File: src/rtl/key_pkg.sv
// Shared types and helpers for the key debouncer and related board-input blocks.
package key_pkg;

  typedef enum logic [2:0] {
    IDLE       = 3'd0,
    PRESS_DB   = 3'd1,
    PRESSED    = 3'd2,
    HOLD       = 3'd3,
    RELEASE_DB = 3'd4
  } state_t;

  // Width needed for a timer that counts up to max(cycle counts)-1.
  function automatic int calc_cnt_w(input int db, input int hold, input int rep);
    int m;
    m = db;
    if (hold > m) m = hold;
    if (rep > m) m = rep;
    return (m <= 2) ? 1 : $clog2(m);
  endfunction

endpackage

File: src/rtl/sync_2ff.sv
// Two-flop synchroniser for a single asynchronous input; clears to 0 on reset.
module sync_2ff (
  input  logic clk,
  input  logic rst,
  input  logic d,
  output logic q
);

  logic meta_reg;
  logic q_reg;

  always_ff @(posedge clk or posedge rst) begin
    if (rst) begin
      meta_reg <= 1'b0;
      q_reg    <= 1'b0;
    end else begin
      meta_reg <= d;
      q_reg    <= meta_reg;
    end
  end

  assign q = q_reg;

endmodule

File: src/rtl/key_debounce.sv
// Debounces a raw mechanical key into a clean level plus press, release and
// auto-repeat strobes, all registered and one cycle wide.
module key_debounce
  import key_pkg::*;
#(
  parameter int DB_CYCLES     = 1000000,
  parameter int HOLD_CYCLES   = 25000000,
  parameter int REPEAT_CYCLES = 5000000,
  parameter bit REPEAT_EN     = 1'b1,
  parameter int CNT_W         = calc_cnt_w(DB_CYCLES, HOLD_CYCLES, REPEAT_CYCLES)
) (
  input  logic clk,
  input  logic rst,
  input  logic key_in,
  output logic str,
  output logic press_pulse,
  output logic release_pulse,
  output logic rpt_pulse,
  output logic held
);

  localparam logic [CNT_W-1:0] ZERO      = '0;
  localparam logic [CNT_W-1:0] ONE       = CNT_W'(1);
  localparam logic [CNT_W-1:0] DB_LAST   = CNT_W'(DB_CYCLES - 1);
  localparam logic [CNT_W-1:0] HOLD_LAST = CNT_W'(HOLD_CYCLES - 1);
  localparam logic [CNT_W-1:0] REP_LAST  = CNT_W'(REPEAT_CYCLES - 1);

  logic             key_s;
  state_t           state_reg, state_next;
  logic [CNT_W-1:0] timer_reg, timer_next;
  logic             str_reg, str_next;
  logic             press_reg, press_next;
  logic             release_reg, release_next;
  logic             rpt_reg, rpt_next;
  logic             held_reg, held_next;

  sync_2ff u_sync (
    .clk (clk),
    .rst (rst),
    .d   (key_in),
    .q   (key_s)
  );

  always_comb begin
    state_next   = state_reg;
    timer_next   = timer_reg;
    str_next     = str_reg;
    held_next    = held_reg;
    press_next   = 1'b0;
    release_next = 1'b0;
    rpt_next     = 1'b0;
    case (state_reg)
      IDLE: begin
        if (key_s) begin
          state_next = PRESS_DB;
          timer_next = ONE;
        end
      end
      PRESS_DB: begin
        if (!key_s) begin
          state_next = IDLE;
          timer_next = ZERO;
        end else if (timer_reg == DB_LAST) begin
          state_next = PRESSED;
          timer_next = ZERO;
          press_next = 1'b1;
          str_next   = 1'b1;
        end else begin
          timer_next = timer_reg + ONE;
        end
      end
      PRESSED: begin
        // Without auto-repeat the timer is parked at 0 so it can never wrap.
        if (!key_s) begin
          state_next = RELEASE_DB;
          timer_next = ONE;
        end else if (REPEAT_EN && timer_reg == HOLD_LAST) begin
          state_next = HOLD;
          timer_next = ZERO;
          rpt_next   = 1'b1;
          held_next  = 1'b1;
        end else if (REPEAT_EN) begin
          timer_next = timer_reg + ONE;
        end
      end
      HOLD: begin
        if (!key_s) begin
          state_next = RELEASE_DB;
          timer_next = ONE;
          held_next  = 1'b0;
        end else if (timer_reg == REP_LAST) begin
          timer_next = ZERO;
          rpt_next   = 1'b1;
        end else begin
          timer_next = timer_reg + ONE;
        end
      end
      RELEASE_DB: begin
        // A bounce back high restarts the hold delay but keeps str asserted.
        if (key_s) begin
          state_next = PRESSED;
          timer_next = ZERO;
        end else if (timer_reg == DB_LAST) begin
          state_next   = IDLE;
          timer_next   = ZERO;
          release_next = 1'b1;
          str_next     = 1'b0;
        end else begin
          timer_next = timer_reg + ONE;
        end
      end
      default: begin
        state_next = IDLE;
        timer_next = ZERO;
        str_next   = 1'b0;
        held_next  = 1'b0;
      end
    endcase
  end

  always_ff @(posedge clk or posedge rst) begin
    if (rst) begin
      state_reg   <= IDLE;
      timer_reg   <= ZERO;
      str_reg     <= 1'b0;
      press_reg   <= 1'b0;
      release_reg <= 1'b0;
      rpt_reg     <= 1'b0;
      held_reg    <= 1'b0;
    end else begin
      state_reg   <= state_next;
      timer_reg   <= timer_next;
      str_reg     <= str_next;
      press_reg   <= press_next;
      release_reg <= release_next;
      rpt_reg     <= rpt_next;
      held_reg    <= held_next;
    end
  end

  assign str           = str_reg;
  assign press_pulse   = press_reg;
  assign release_pulse = release_reg;
  assign rpt_pulse     = rpt_reg;
  assign held          = held_reg;

endmodule

File: config.mk
export PLATFORM = sky130hd
export DESIGN_NAME = key_debounce
export DESIGN_NICKNAME = d
export VERILOG_FILES = /design/src/rtl/key_pkg.sv /design/src/rtl/sync_2ff.sv /design/src/rtl/key_debounce.sv
export SDC_FILE = /design/constraint.sdc
export NUM_CORES = 1
export LEC_CHECK = 0
export ABC_CLOCK_PERIOD_IN_PS = 3120
export CAP_MARGIN = 10
export CORE_MARGIN = 1.5
export CORE_UTILIZATION = 60
export CTS_BUF_LIST = sky130_fd_sc_hd__clkbuf_8 sky130_fd_sc_hd__clkbuf_16
export DETAILED_ROUTE_END_ITERATION = 8
export PLACE_DENSITY = 0.85
export SKIP_LAST_GASP = 1
export SYNTH_ARGS = -nofsm -noshare
export SYNTH_HDL_FRONTEND = slang
export SYNTH_HIERARCHICAL = 1
export SYNTH_SLANG_ARGS = --single-unit
File: constraint.sdc
create_clock -name clk -period 3.12 [get_ports clk]
set_input_delay 0.624 -clock clk [delete_from_list [all_inputs] [get_ports clk]]
set_output_delay 0.624 -clock clk [all_outputs]
set_load 0.03 [all_outputs]
==> results of run 1 <==
==> routing by layer <==
metal,vias up,track usage [%],part of all wire [%]
met5,-,0,0
met2,59,39.5,47
met4,0,10.9,1.6
met1,870,35.1,45
li1,868,-,-
met3,8,8.19,6.1
==> stage by stage <==
step	instance area (um2)	power [uW]
floorplan	2030	510
global placement	2150	524
detailed placement	2150	526
CTS	2250	881
global route	2250	899
finish	2250	872
==> synthesized netlist by cell type, types with 2 or more instances <==
master | count | area share [%]
dfrtp_1 | 35 | 43
nand3_1 | 10 | 2.5
nor4_1 | 6 | 1.8
o21ai_0 | 27 | 6.6
inv_1 | 10 | 1.8
clkbuf_1 | 7 | 1.3
buf_2 | 2 | 0.49
nand2_1 | 24 | 4.4
nor3_1 | 12 | 3.0
or4_1 | 3 | 1.1
and4b_1 | 2 | 0.98
nor2_1 | 7 | 1.3
and2_1 | 2 | 0.62
nand4_1 | 5 | 1.5
and3_1 | 8 | 2.5
nor3b_1 | 7 | 2.6
o211ai_1 | 3 | 1.1
or3_1 | 9 | 2.8
a21o_1 | 8 | 3.0
xor2_1 | 3 | 1.3
nand2b_1 | 5 | 1.5
a21oi_1 | 7 | 1.7
o21a_1 | 3 | 1.1
a211o_1 | 2 | 0.86
==> layout make-up <==
| class | count | area, um2 |
|---|---|---|
| Clock buffer | 7 | 96.3 |
| Multi-Input combinational cell | 175 | 1070 |
| Fill cell | 249 | 881 |
| Sequential cell | 35 | 876 |
| Inverter | 10 | 37.5 |
| Clock inverter | 1 | 3.75 |
| Timing Repair Buffer | 12 | 108 |
| Tap cell | 44 | 55.1 |
==> worst max-delay path, cell delays in order (launching register included) <==
cell and delay [ns]:
dfrtp_1 0.44, ha_1 0.24, nand3_1 0.15, or4_1 0.60, a21o_1 0.24, a21oi_4 0.33
buf_4 0.24, nor3_1 0.06, a211o_1 0.27
==> power groups by stage <==
stage          Clock (uW)  Sequential, uW  Combinational (uW)
6_report              355             467                49.6
5_1_grt               374             468                56.3
4_1_cts               364             467                50.8
3_5_place_dp            0             476                50.4
3_3_place_gp            0             475                48.7
2_1_floorplan           0             471                39.1
==> final timing paths <==
kind                                        endpoint  depth (start not counted)
setup / recovery           timer_reg[13]$_DFFE_PP0N_                          8
hold / removal                    u_sync/q$_DFF_PP0_                          0
setup reg to reg           timer_reg[13]$_DFFE_PP0N_                          8
hold reg to reg                   u_sync/q$_DFF_PP0_                          0
max in group asynchronous        rpt_pulse$_DFF_PP0_                          3
min in group asynchronous  u_sync/meta_reg$_DFF_PP0_                          2
==> cells by family (layout without fill, tap and decap cells) <==
family	count (synthesis)	in the layout	synth area share (%)
compound gates	58	58	18.0
xor+xnor	4	4	1.72
fa+ha+maj	1	1	0.615
buf+inv	21	30	4.55
flops	35	35	43.1
mux	1	1	0.554
simple gates	111	111	31.5
==> run metrics, run 1 <==
most frequent cells in the layout=35 x dfrtp_1, 27 x o21ai_0, 24 x nand2_1, 12 x nor3_1, 11 x inv_1; Seq/Total Area, Yosys=43.1%; TritonCTS Buffers=5; hold_sp=u_sync/meta_reg$_DFF_PP0_; nets@finish=243; Routed Wire Length=4400 um; Root Driver=clkbuf_8; Synth Net Count=235; worst skew pair latency=0.29 ns; vias in the first global route=1592; critical path data arrival time=2.85 ns; Residual DRC=0; clk buf depth=2; Hold Buf Count CTS=0; vias=1805; setup violators final=0; Hold Crit Class=flip-flop to flip-flop; Diodes inserted=0; die area=3750 um2; RSZ-0062 raised after global routing=false; max cap viols=0; Startpoint Class=flip-flop; Pint=673 uW; Fin Clk Skew=0.00932 ns; number of DRC violations after detailed-routing iteration 0=105; CP max FO=13; crit path kind=flip-flop to flip-flop; Final Util=71.8%; synthesized flop and latch total=35; CP required=3.29 ns; drt first pass iters=5; Period minus WS final=2.68 ns; die height=61.2 um; FF-to-FF setup slack=0.44 ns; TNS Setup=0 ns; Sequential Power Share=53.6%; WHS=0.358 ns; GP Congestion=0.874; Starting Density=65.0%; Place WS=0.469 ns; CTS HTree Levels=2; sw frac=22.8%; share of flip-flops with an asynchronous set or reset=100%; first-pass GRT wire length=7130 um; Yosys Warn Count=6; I/O pin cnt=8; fin worst setup slack=0.442 ns; most common cell after layout, fill and taps aside=dfrtp_1; IO buf count=7; Period Utilization, post-route=85.8%; CTS tree=yes; Post-synth EDFFs=0; fin cells=284; Setup Buffers After CTS=0; Netlist cell types=48; Avg Inst Size Synth=8.80 um2; Via density=6.36; Mapped Area=2030 um2; power per cell area=388 nW/um2; switching power=199 uW; Placed Cells incl. Taps=276; Syn Inst Count=231; peak supply drop=0.325 mV; Clock power frac=40.7%; Hold Fails Final Rpt=0; relative max-transition margin=49.0%; Clock transition at path regs=0.06 ns; GR Util All Layers=26.2%; area grow syn2layout=10.5%; largest net degree at the start of global routing=34; Pleak=0.000975 uW; max reg flops=25; Sink Count=35; CP Launch Point=timer_reg[0]$_DFFE_PP0N_; share of cells above drive strength 1=8.75%; gr ovfl total=0; Tightest Pin Transition=0.758 ns; worst r2r src=timer_reg[0]$_DFFE_PP0N_; Core ar.=3130 um2; Worst Setup End Kind=flip-flop; fmax=373 MHz; initial antenna violation count=0; DR WL/cell=15.5 um; Routed Antenna Nets=0; Logic pwr share=5.7%; Primary FF master, synth=dfrtp_1; Post-CTS Resized=0; placement row count=20; DP Wirelength=3060 um; max-slew violation count=0; Die X=61.2 um; run status=finished, final reports clean
(Power assumes the default switching activity.)
==> run 2, diff against run 1 <==
CELL_PAD_IN_SITES_DETAIL_PLACEMENT = 0   (was default)
CELL_PAD_IN_SITES_GLOBAL_PLACEMENT = 1   (was default)
CORE_UTILIZATION = 46   (was 60)
CTS_CLUSTER_DIAMETER = 150   (was default)
PLACE_DENSITY = 0.84   (was 0.85)
TNS_END_PERCENT = 30   (was default)
==> run 2 against run 1 <==
Compared with the run above:
- non-clock buffer count grew 3
- combinational power rose by 5.6%
- wire length is 4.0% higher
- design area rose by 0.78%
- critical path depth did not move
- flip-flop and latch count did not move
- critical path type unchanged
- highest routed layer unchanged
==> run metrics, run 2 (same netlist as run 1, synthesis figures left out) <==
Startpoint Class=flip-flop; Final Util=55.0% (-17 points); first-pass GRT wire length=8110 um (+14%); crit-path cells=ha_1 > nand3_1 > or4_1 > a21o_1 > a21oi_4 > buf_4 > nor3_1 > a211o_1; Routed Wire Length=4570 um (+4.0%); TNS Setup=0 ns (unchanged); die area=4830 um2 (+29%); gr ovfl total=0 (unchanged); clk buf depth=2 (unchanged); worst r2r src=timer_reg[0]$_DFFE_PP0N_; CP max FO=16 (+3); Root Driver=clkbuf_8; area grow syn2layout=11.4%; Fin Clk Skew=0.00767 ns (-0.00165 ns); Hold Fails Final Rpt=0 (unchanged); peak supply drop=0.239 mV (-27%); share of cells above drive strength 1=9.92% (+1.2 points); CP Launch Point=timer_reg[0]$_DFFE_PP0N_; Period minus WS final=2.73 ns (+0.0507 ns); Period Utilization, post-route=87.5% (+1.6 points); CTS tree=yes; Sink Count=35 (unchanged); Top Family by Delay on Critical Path=compound AO/OA/AOI/OAI gates; GR Util All Layers=21.1% (-5.1 points); Die X=69.5 um (+14%); GP Congestion=0.803 (-8.1%); Starting Density=49.4% (-16 points); Routed Antenna Nets=0 (unchanged); die height=69.5 um (+14%); DR WL/cell=15.7 um (+1.1%); power per cell area=376 nW/um2 (-3.1%); max cap viols=0 (unchanged); Residual DRC=0 (unchanged); max incr delay on CP=0.61 ns (about the same); Clock transition at path regs=0.07 ns (about the same); IO buf count=7 (unchanged); CP required=3.30 ns (about the same); setup violators final=0 (unchanged); most frequent cells in the layout=35 x dfrtp_1, 27 x o21ai_0, 24 x nand2_1, 12 x nor3_1; drt first pass iters=4 (-1); max reg flops=25 (unchanged); initial antenna violation count=0 (unchanged); Pleak=0.000982 uW (+0.70%); run status=finished, final reports clean; Via density=6.13 (-3.5%); Core ar.=4120 um2 (+32%); max-slew violation count=0 (unchanged); Placed Cells incl. Taps=285 (+3.3%); placement row count=23 (+15%); hold_sp=u_sync/meta_reg$_DFF_PP0_; fmax=366 MHz (-1.9%); Post-CTS Resized=0 (unchanged); fin cells=292 (+2.8%); number of DRC violations after detailed-routing iteration 0=115 (+9.5%); critical path data arrival time=2.90 ns (+0.05 ns); crit path kind=flip-flop to flip-flop; nets@finish=246 (+1.2%); Diodes inserted=0 (unchanged); most common cell after layout, fill and taps aside=dfrtp_1; relative max-transition margin=54.3% (+5.3 points); I/O pin cnt=8 (unchanged); Worst Path Buf+Inv=1 (unchanged); Hold Buf Count CTS=0 (unchanged); vias in the first global route=1654 (+3.9%); Worst path slowest cell=or4_1; DP Wirelength=3290 um (+7.6%); CTS HTree Levels=2 (unchanged); Worst Setup End Kind=flip-flop; Hold Crit Class=flip-flop to flip-flop; vias=1791 (-0.78%); TritonCTS Buffers=5 (unchanged); worst skew pair latency=0.29 ns (about the same); Tightest Pin Transition=0.679 ns (-0.0783 ns); largest net degree at the start of global routing=17 (-50%); RSZ-0062 raised after global routing=false; Setup Buffers After CTS=0 (unchanged)
[run 2: cell types whose count changed in the layout (fill, tap and decap cells not counted), sizes merged]
| cell | change |
|---|---|
| inv | -1 |
| clkbuf | -1 |
| clkinv | +1 |
| buf | +3 |
[run 2: power breakdown]
group	internal, uW	leakage [uW]	switching [uW]
clock	173	0.0000470	159
sequential	458	0.000480	8.65
combinational	18.0	0.000455	34.4
total	650	0.000982	202
[run 2: worst register-to-register path, delay by kind of cell, from the launching register on]
family                     cells  cell delay (ns)
DFF                            1             0.43
adders and majority gates      1             0.22
and+or+nand+nor                3             0.82
AOI/OAI and AO/OA              3             0.89
buffers and inverters          1             0.24
[run 2: layout make-up]
cell class,instances,area (um2)
clock inverter,1,5.00
timing repair buffer,15,130
clock buffer,6,82.6
fill,389,1850
sequential,35,876
tap,50,62.6
inverter,10,37.5
multi-input combinational,175,1070
[run 2: path summary, 6_finish.rpt]
check                                             to  slack [ns]  cells past startpoint
max                        timer_reg[13]$_DFFE_PP0N_        0.39                      8
min                               u_sync/q$_DFF_PP0_        0.35                      0
max reg2reg                timer_reg[13]$_DFFE_PP0N_        0.39                      8
min reg2reg                       u_sync/q$_DFF_PP0_        0.35                      0
max in group asynchronous  timer_reg[16]$_DFFE_PP0N_        1.82                      3
min in group asynchronous  u_sync/meta_reg$_DFF_PP0_        0.50                      2
[run 2: stage by stage]
| step | hold WS, ns | total power, uW | cell area [um2] | setup WS (ns) |
|---|---|---|---|---|
| after floorplan | 0.331 | 510 | 2030 | 0.857 |
| after global placement | 0.334 | 528 | 2180 | 0.480 |
| after detailed placement | 0.338 | 529 | 2180 | 0.404 |
| after CTS | 0.353 | 860 | 2260 | 0.389 |
| after global routing | 0.356 | 889 | 2260 | 0.230 |
| final | 0.354 | 852 | 2260 | 0.391 |
[run 2: per-layer routing]
layer / vias to the layer above / global-route usage, % / routed length (um)
met5: - / 0 / 0
met4: 0 / 8.28 / 95
met3: 7 / 5.38 / 155
met2: 37 / 30.8 / 2090
met1: 880 / 30.0 / 2230
li1: 867 / - / -
==> edit, RTL diff (flow settings as in run 2) <==
The 5 states of `state_t` get a one-hot encoding in 5 bits.
--- a/src/rtl/key_pkg.sv
+++ b/src/rtl/key_pkg.sv
@@ -2,10 +2,10 @@
 package key_pkg;
 
-  typedef enum logic [2:0] {
-    IDLE       = 3'd0,
-    PRESS_DB   = 3'd1,
-    PRESSED    = 3'd2,
-    HOLD       = 3'd3,
-    RELEASE_DB = 3'd4
+  typedef enum logic [4:0] {
+    IDLE       = 5'b00001,
+    PRESS_DB   = 5'b00010,
+    PRESSED    = 5'b00100,
+    HOLD       = 5'b01000,
+    RELEASE_DB = 5'b10000
   } state_t;
 
Behaviour: same outputs for any inputs over 10 cycles, from zero or initial values and one cycle with rst high; not proved beyond that.
==> edit against run 2 <==
Fmax increased by 7.4%. Wire length increased by 12%. Die area increased by 8.8%. Via count increased by 5.2%. Cell count increased by 8.6%. Final area increased by 7.7%. Sequential cell count increased by 2. Clock skew increased by 0.0030 ns. Sequential share of layout area decreased by 0.65 points. Setup slack improved by 0.19 ns. Area after synthesis increased by 9.2%. Critical endpoint is now timer_reg[7].
Power is not compared: it rests on default switching activity, and its combinational part moved more than twofold at a synthesized area within 25%.
==> edit: results (changes against run 2) <==
stage;metric;value;unit;change
worst_setup_path;critical path startpoint;timer_reg[6];;
job;max-cap violation count;0;;unchanged
detailed_routing;1st-pass router iterations;4;;unchanged
synthesis;ranking of synthesized cells by area;dfrtp_1 41%, nand2_1 3.9%, nor2_1 3.7%;;
worst_setup_path;largest fanout on the critical path;8;;-8
clock_network;setup bufs post-CTS;0;;unchanged
synthesis;Yosys cell types;52;;+8.3%
hold_path;hold crit path type;reg2reg;;
worst_setup_path;Critical Path AT;2.69;ns;-0.21 ns
power_and_ir_drop;maximum VDD drop;0.0003590;V;
synthesis;multiplexer share of the synthesized area;0.01409;;+0.008554
global_routing;Overall Global Routing Usage;0.2184;;+0.007256
detailed_routing;Starting DRT DRC Count;73;;-37%
global_routing;initial antenna violation count;0;;unchanged
synthesis;Ys Warns;6;;unchanged
synthesis;Post-Synth Adder-Cell Area;0.005637;;-0.0005169
clock_network;Reg clk slew, reported paths;0.07;ns;about the same
power_and_ir_drop;leakage power;0.9815;nW;
final_layout;number of flip-flops under the largest register name;25;;unchanged
detailed_routing;Routed WL per cell;16.15;µm;+3.1%
global_routing;vias in the first global route;1819;;+10%
detailed_routing;vias per cell;5.946;;-3.1%
synthesis;xor and xnor area share after synthesis;0.06313;;+0.04590
worst_setup_path;critical path's top delay family;simple AND/OR/NAND/NOR gates;;
worst_setup_path;Slowest cell on crit path;or4_1;;
timing;Final Skew;0.01066;ns;+0.002987 ns
synthesis;Post-synth ARST share;1.000;;unchanged
synthesis;post-synthesis sequential area ratio;0.4177;;-0.01307
clock_network;TritonCTS Buffers;5;;unchanged
run_status;status;finished clean;;
place;I/O Buffers;7;;unchanged
hold_path;HP Start;u_sync/meta_reg;;
place;DP Area;0.002356;mm²;+8.2%
clock_network;post-cts sizing count;0;;unchanged
synthesis;syn_nets;257;;+9.4%
synthesis;complex-gate fraction of the synthesized area;0.1516;;-0.02806
clock_network;H-tree depth;2;;unchanged
final_layout;Nets;266;;+8.1%
clock_network;Root Buffer;clkbuf_8;;
final_layout;n_diodes;0;;unchanged
place;GP Congestion;0.8443;;+5.1%
synthesis;Commonest cells post-synth;36 x dfrtp_1, 23 x nand2_1, 22 x nor2_1, 15 x o21ai_0, 13 x nor3_1;;
worst_setup_path;CP max stage delay;0.56;ns;-0.05 ns
clock_network;Clock Latency Late Sink;0.29;ns;about the same
place;Post-DP HPWL;3.616;mm;+9.7%
worst_setup_path;worst r2r src;timer_reg[6];;
final_layout;proportion of layout cells with a drive suffix above 1;0.09506;;-0.004117
global_routing;pin count of the biggest net entering global routing;36;;+19
global_routing;first-pass GRT wire length;8.859;mm;+9.3%
timing;worst-margin pin slew;0.7614;ns;+0.08190 ns
==> edit: per-stage QoR <==
stage               worst slack [ns]  total power, mW  hold slack, ns  instances
floorplan                     0.8750           0.7679          0.3312        253
global placement              0.6492           0.8383          0.3365        309
detailed placement            0.5474           0.8393          0.3440        309
CTS                           0.5494            1.159          0.3676        317
global route                  0.3067            1.213          0.3700        317
finish                        0.5779            1.149          0.3607        317
==> edit: where the power goes <==
group	leakage (nW)	switching [mW]	internal, mW
Clock	0.0491	0.165	0.152
Combinational	0.426	0.166	0.118
Sequential	0.507	0.0438	0.504
==> edit: final timing paths <==
path	to	slack (ns)	cells past startpoint
max	timer_reg[7]	0.58	5
min	u_sync/q	0.36	0
max reg2reg	timer_reg[7]	0.58	5
min reg2reg	u_sync/q	0.36	0
max in group asynchronous	state_reg[0]	2.00	3
min in group asynchronous	u_sync/meta_reg	0.51	2
==> edit: layer usage <==
layer  routed length, µm  track usage  vias up
li1                    -            -      927
met1                2481       0.3163      900
met2                2306       0.3220       47
met3                 219      0.04722       11
met4                 113      0.08176        0
met5                   0            0        -
==> edit: worst register-to-register path, cell delays in order (launching register included) <==
cell     delay, ns
dfrtp_1       0.42
or4_1         0.56
nor4_2        0.43
a21oi_1       0.31
nor3_2        0.52
o21ai_0       0.17
==> edit: logic make-up (layout without fill, tap and decap cells) <==
kind of cell,count (synthesis),after routing
and+or+nand+nor,125,125
DFF,37,37
xor gates and xnor gates,16,16
muxes,3,3
adders and majority gates,1,1
AOI/OAI and AO/OA,50,50
buffers and inverters,21,31
==> edit: cell type report <==
| class | count | area [µm²] |
|---|---|---|
| fill | 480 | 2253 |
| multi-input combinational | 195 | 1209 |
| sequential | 37 | 927.1 |
| timing repair buffer | 13 | 115.1 |
| clock buffer | 5 | 68.82 |
| tap | 54 | 67.56 |
| inverter | 10 | 37.54 |
| clock inverter | 3 | 13.76 |
